--- src/rtl/rst_sequencer_if.sv ---
// Reset-sequencer signal bundle: PLL lock and sticky-clear in, staged resets and debug status out.
// The master side is the sequencer; the slave side is the PLL and the reset consumers.
interface rst_sequencer_if;
  logic       pll_locked;
  logic       clear_sticky;
  logic       sram_rst_n;
  logic       core_rst_n;
  logic       display_rst_n;
  logic       sys_ready;
  logic [7:0] lock_loss_count;
  logic       lock_lost_sticky;

  modport master (
    input  pll_locked,
    input  clear_sticky,
    output sram_rst_n,
    output core_rst_n,
    output display_rst_n,
    output sys_ready,
    output lock_loss_count,
    output lock_lost_sticky
  );

  modport slave (
    output pll_locked,
    output clear_sticky,
    input  sram_rst_n,
    input  core_rst_n,
    input  display_rst_n,
    input  sys_ready,
    input  lock_loss_count,
    input  lock_lost_sticky
  );
endinterface

--- src/rtl/rst_sequencer.sv ---
// Staged reset sequencer: waits for a stable PLL lock, then releases SRAM, core and display resets
// in order; any lock loss after release began pulls everything back into reset and is counted.
module rst_sequencer #(
  parameter int unsigned STABLE_CYCLES          = 16,
  parameter int unsigned SRAM_TO_CORE_CYCLES    = 8,
  parameter int unsigned CORE_TO_DISPLAY_CYCLES = 8
) (
  input logic               clk_100,
  input logic               rst_n,
  rst_sequencer_if.master   bus
);

  localparam logic [2:0] StWaitLock = 3'd0;
  localparam logic [2:0] StStable   = 3'd1;
  localparam logic [2:0] StSram     = 3'd2;
  localparam logic [2:0] StCore     = 3'd3;
  localparam logic [2:0] StRun      = 3'd4;

  localparam logic [15:0] StableLast = 16'(STABLE_CYCLES - 1);
  localparam logic [15:0] SramLast   = 16'(SRAM_TO_CORE_CYCLES - 1);
  localparam logic [15:0] CoreLast   = 16'(CORE_TO_DISPLAY_CYCLES - 1);

  logic        sync1_q, sync2_q;
  logic [2:0]  state_q, state_d;
  logic [15:0] cnt_q, cnt_d;
  logic        loss;
  logic [7:0]  count_q, count_d;
  logic        sticky_q, sticky_d;
  logic        sram_q, core_q, display_q, ready_q;

  always_comb begin
    state_d = state_q;
    loss    = 1'b0;
    case (state_q)
      StWaitLock: begin
        if (sync2_q) state_d = StStable;
      end
      StStable: begin
        // Dropping out of the stability window is not a counted loss.
        if (!sync2_q)                state_d = StWaitLock;
        else if (cnt_q == StableLast) state_d = StSram;
      end
      StSram: begin
        if (!sync2_q) begin
          state_d = StWaitLock;
          loss    = 1'b1;
        end else if (cnt_q == SramLast) begin
          state_d = StCore;
        end
      end
      StCore: begin
        if (!sync2_q) begin
          state_d = StWaitLock;
          loss    = 1'b1;
        end else if (cnt_q == CoreLast) begin
          state_d = StRun;
        end
      end
      StRun: begin
        if (!sync2_q) begin
          state_d = StWaitLock;
          loss    = 1'b1;
        end
      end
      default: state_d = StWaitLock;
    endcase
  end

  always_comb begin
    cnt_d = '0;
    if (state_d == state_q &&
        (state_q == StStable || state_q == StSram || state_q == StCore)) begin
      cnt_d = cnt_q + 16'd1;
    end
  end

  always_comb begin
    count_d = count_q;
    if (loss && count_q != 8'hff) count_d = count_q + 8'd1;
    // A counted loss wins over a simultaneous clear.
    sticky_d = loss | (sticky_q & ~bus.clear_sticky);
  end

  always_ff @(posedge clk_100) begin
    if (!rst_n) begin
      sync1_q   <= 1'b0;
      sync2_q   <= 1'b0;
      state_q   <= StWaitLock;
      cnt_q     <= '0;
      count_q   <= '0;
      sticky_q  <= 1'b0;
      sram_q    <= 1'b0;
      core_q    <= 1'b0;
      display_q <= 1'b0;
      ready_q   <= 1'b0;
    end else begin
      sync1_q   <= bus.pll_locked;
      sync2_q   <= sync1_q;
      state_q   <= state_d;
      cnt_q     <= cnt_d;
      count_q   <= count_d;
      sticky_q  <= sticky_d;
      // Decode from the next state so outputs move on the same edge as the state.
      sram_q    <= (state_d == StSram) || (state_d == StCore) || (state_d == StRun);
      core_q    <= (state_d == StCore) || (state_d == StRun);
      display_q <= (state_d == StRun);
      ready_q   <= (state_d == StRun);
    end
  end

  assign bus.sram_rst_n       = sram_q;
  assign bus.core_rst_n       = core_q;
  assign bus.display_rst_n    = display_q;
  assign bus.sys_ready        = ready_q;
  assign bus.lock_loss_count  = count_q;
  assign bus.lock_lost_sticky = sticky_q;

endmodule

--- src/flat_wrapper.sv ---
// flat-port wrapper written by rule: the top's interface ports become plain ports
module rst_sequencer_flat 
#(
  parameter int unsigned STABLE_CYCLES          = 16,
  parameter int unsigned SRAM_TO_CORE_CYCLES    = 8,
  parameter int unsigned CORE_TO_DISPLAY_CYCLES = 8
)
  (clk_100, rst_n, bus_pll_locked, bus_clear_sticky, bus_sram_rst_n, bus_core_rst_n, bus_display_rst_n, bus_sys_ready, bus_lock_loss_count, bus_lock_lost_sticky);
  rst_sequencer_if bus_i ();
  input logic clk_100;
  input logic rst_n;
  input wire logic [$bits(bus_i.pll_locked)-1:0] bus_pll_locked;
  input wire logic [$bits(bus_i.clear_sticky)-1:0] bus_clear_sticky;
  output wire logic [$bits(bus_i.sram_rst_n)-1:0] bus_sram_rst_n;
  output wire logic [$bits(bus_i.core_rst_n)-1:0] bus_core_rst_n;
  output wire logic [$bits(bus_i.display_rst_n)-1:0] bus_display_rst_n;
  output wire logic [$bits(bus_i.sys_ready)-1:0] bus_sys_ready;
  output wire logic [$bits(bus_i.lock_loss_count)-1:0] bus_lock_loss_count;
  output wire logic [$bits(bus_i.lock_lost_sticky)-1:0] bus_lock_lost_sticky;
  assign bus_i.pll_locked = bus_pll_locked;
  assign bus_i.clear_sticky = bus_clear_sticky;
  assign bus_sram_rst_n = bus_i.sram_rst_n;
  assign bus_core_rst_n = bus_i.core_rst_n;
  assign bus_display_rst_n = bus_i.display_rst_n;
  assign bus_sys_ready = bus_i.sys_ready;
  assign bus_lock_loss_count = bus_i.lock_loss_count;
  assign bus_lock_lost_sticky = bus_i.lock_lost_sticky;
  rst_sequencer #(.STABLE_CYCLES(STABLE_CYCLES), .SRAM_TO_CORE_CYCLES(SRAM_TO_CORE_CYCLES), .CORE_TO_DISPLAY_CYCLES(CORE_TO_DISPLAY_CYCLES)) u_core (.clk_100(clk_100), .rst_n(rst_n), .bus(bus_i));
endmodule
--- config.mk ---
export PLATFORM = sky130hd
export DESIGN_NAME = rst_sequencer_flat
export DESIGN_NICKNAME = d
export VERILOG_FILES = /design/src/rtl/rst_sequencer_if.sv /design/src/rtl/rst_sequencer.sv /design/src/flat_wrapper.sv
export SDC_FILE = /design/constraint.sdc
export NUM_CORES = 1
export LEC_CHECK = 0
export CORE_ASPECT_RATIO = 1.5
export CORE_MARGIN = 2
export CORE_UTILIZATION = 35
export CTS_BUF_LIST = sky130_fd_sc_hd__clkbuf_8
export CTS_CLUSTER_SIZE = 12
export DETAILED_ROUTE_END_ITERATION = 16
export DONT_BUFFER_PORTS = 1
export PLACE_DENSITY_LB_ADDON = 0.05
export SLEW_MARGIN = 20
export SYNTH_ARGS = -nofsm -noshare
export SYNTH_HDL_FRONTEND = slang
export SYNTH_SLANG_ARGS = --single-unit
--- constraint.sdc ---
create_clock -name clk_100 -period 2 [get_ports clk_100]
set_input_delay 0.4 -clock clk_100 [delete_from_list [all_inputs] [get_ports clk_100]]
set_output_delay 0.4 -clock clk_100 [all_outputs]
set_load 0.01 [all_outputs]
==> flow_metrics.env <==
export IMPL_cts_max_level=2
export IMPL_synthDistinctLibCells=43
export IMPL_insertion_delay_ns=0.28
export IMPL_synth_warning_count=0
export IMPL_p_switching_uw=232.6
export IMPL_power_uw=1128
export IMPL_gr_total_overflow=0
export IMPL_drive_gt1_share_pct=11.96
export IMPL_stdcell_area_um2=1713
export IMPL_routabilityCongestion=0.7614
export IMPL_ant_nets=0
export IMPL_slew_headroom_pct=71.67
export IMPL_drc_errors=0
export IMPL_pin_count=17
export IMPL_netlist_area_um2=1555
export IMPL_synth_edff_count=0
export IMPL_syn_inst=173
export IMPL_drtIter0Drc=69
export IMPL_grt_pass1_wl_um=5940
export IMPL_dieWidth_um=58.43
export IMPL_dieArea_um2=5004
export IMPL_core_rowCount=29
export IMPL_clkPwrFrac_pct=40.4
export IMPL_peakVddDrop_mv=0.3537
export IMPL_period_share_pct=94.23
export IMPL_clock_path_buffers=2
export IMPL_die_h_um=85.64
export IMPL_final_util_pct=40.35
export IMPL_fin_skew_ns=0.004356
export IMPL_synth_main_ff_cell="dfxtp_1"
export IMPL_grt_util_all_layers_pct=15.49
export IMPL_port_buffers=0
export IMPL_syn_area_per_cell_um2=8.990
export IMPL_cp_start_kind="register"
export IMPL_cts_tree="yes"
export IMPL_cp_required_ns=2.20
export IMPL_holdCritPathClass="in -> reg"
export IMPL_grt_pass1_vias=1280
export IMPL_cts_resized=0
export IMPL_start_util_pct=36.63
export IMPL_cts_buffers=5
export IMPL_ctsHoldBuffers=0
export IMPL_pwr_share_seq_pct=58.6
export IMPL_nets=189
export IMPL_finalSetupTns_ns=0
export IMPL_synth_top_area_share_pct=42.48
export IMPL_switching_share_pct=20.62
export IMPL_dp_hpwl_um=2513
export IMPL_synth_area_leaders="dfxtp_1 42%, xnor2_1 5.6%, nor2_1 3.9%, a21oi_1 3.5%, nand3_1 3.5%"
export IMPL_post_cts_buffers=0
export IMPL_wl_um=3352
export IMPL_min_period_ns=1.885
export IMPL_async_flop_share_pct=0
export IMPL_critPathKind="reg -> reg"
export IMPL_hold_viol=0
export IMPL_cap_violations=0
export IMPL_path_max_fanout=16
export IMPL_core_um2=4245
export IMPL_dp_cells=222
export IMPL_dpl_instance_area_um2=1633
export IMPL_rsz0062_at_grt="false"
export IMPL_synth_net_count=179
export IMPL_diodes=0
export IMPL_viasPerCell=5.522
export IMPL_p_comb_share_pct=1.0
export IMPL_clk_pin_slew_ns=0.06
export IMPL_grt_max_degree=17
export IMPL_drt_pass1_iter_count=4
export IMPL_ys_ff_latch=33
export IMPL_finalSetupViolCount=0
export IMPL_antenna_found_initial=0
export IMPL_power_density_nw_per_um2=658.5
export IMPL_clkSinkCount=33
export IMPL_stdcell_count=230
export IMPL_vias=1270
export IMPL_yosys_area_top_type="dfxtp_1"
export IMPL_cp_data_arrival_time_ns=2.09
export IMPL_cts_root_buf="clkbuf_8"
export IMPL_status="finished clean"
export IMPL_syn_to_final_growth_pct=10.14
export IMPL_tightest_slew_ns=0.4249
export IMPL_p_leak_uw=0.0005318
export IMPL_wl_per_cell_um=14.57
export IMPL_intPower_uw=895.4
export IMPL_ys_seq_area_share_pct=42.48
export IMPL_worst_setup_path_end_kind="register"
export IMPL_timing_fmax_mhz=530.6
export IMPL_slew_violations=0
## layer usage
layer	up-vias	global-route usage, %	share of wire, %
met2	19	28.60	57
met3	5	4.977	3.4
met4	0	5.708	1.5
met1	595	15.65	38
met5	-	0	0
li1	651	-	-
## synthesized netlist by cell type (2+ instances only)
cell / n
nand4_1: 3
o41ai_1: 2
xor2_1: 3
dfxtp_1: 33
ha_1: 2
o22ai_1: 2
nor2_1: 16
nand2_1: 10
or2b_1: 2
o21ai_0: 4
mux2i_1: 2
nor4_1: 6
nand2b_1: 3
nand3_1: 11
or4_1: 7
or3_1: 4
a21oi_1: 11
and2_1: 2
inv_1: 4
nor3b_1: 4
nor3_1: 6
o31ai_1: 4
buf_6: 3
xnor2_1: 10
## worst paths after layout
| kind | startpoint | to | slack (ns) | cells after the start |
|---|---|---|---|---|
| setup / recovery | u_core.state_q[2] | u_core.bus.lock_loss_count[7] | 0.12 | 4 |
| hold / removal | rst_n | u_core.sync2_q | 0.24 | 1 |
| setup reg to reg | u_core.state_q[2] | u_core.bus.lock_loss_count[7] | 0.12 | 4 |
| hold reg to reg | u_core.sync1_q | u_core.sync2_q | 0.44 | 1 |
## layout make-up
type	count	area, um^2
fillers	456	2532
well taps	46	57.56
clock inverters	3	11.26
flip-flops and latches	33	660.6
inverters	5	18.77
repair buffers	10	75.07
clock buffers	5	68.82
multi-input cells	128	820.8
## power by group through the flow
stage	Sequential, uW	Clock (uW)	Combinational, uW
finish	661	456	11.2
global route	661	515	13.0
CTS	661	483	11.5
detailed placement	676	0	11.3
global placement	676	0	11.5
floorplan	676	0	7.85
## cell usage in the layout (no fill, tap or decap), drive strengths merged, types with 4 or more instances in the layout
master / Yosys / routed
dfxtp: 33 / 33
nor2: 16 / 16
nand3: 11 / 11
a21oi: 11 / 11
nand2: 10 / 10
xnor2: 10 / 10
buf: 5 / 10
or4: 8 / 8
inv: 4 / 7
nor4: 7 / 7
nor3: 6 / 6
clkbuf: 2 / 5
or3: 5 / 5
nor3b: 4 / 4
o31ai: 4 / 4
o21ai: 4 / 4
## critical path, cell delays in order, from the launching register on
cell and delay, ns:
dfxtp_1 0.38, or3b_1 0.38, a21o_1 0.34, or4_1 0.55
a21oi_1 0.16
## cell families (layout without fill, tap and decap cells)
kind of cell    after synthesis  after routing  synth area share, %
compound gates               27             27                11.10
mux                           2              2                1.287
flops                        33             33                42.48
simple gates                 84             84                31.46
xor+xnor                     13             13                7.321
buf+inv                      12             23                4.745
fa+ha+maj                     2              2                1.609
## through the flow
step | hold WS (ns) | worst slack [ns]
2_1_floorplan | 0.4118 | 0.2580
3_3_place_gp | 0.4263 | 0.1830
3_5_place_dp | 0.4323 | 0.1423
4_1_cts | 0.2323 | 0.1095
5_1_grt | 0.2391 | 0.0008014
6_report | 0.2424 | 0.1155
## state kept, by name, indices dropped and copies added, names as in the netlist
register,flops
u_core.state_q,3
u_core.sync2_q,1
u_core.bus.core_rst_n,1
u_core.sync1_q,1
u_core.bus.display_rst_n,1
u_core.bus.sram_rst_n,1
u_core.bus.lock_lost_sticky,1
u_core.cnt_q,16
u_core.bus.lock_loss_count,8
(Power assumes the default switching activity.)
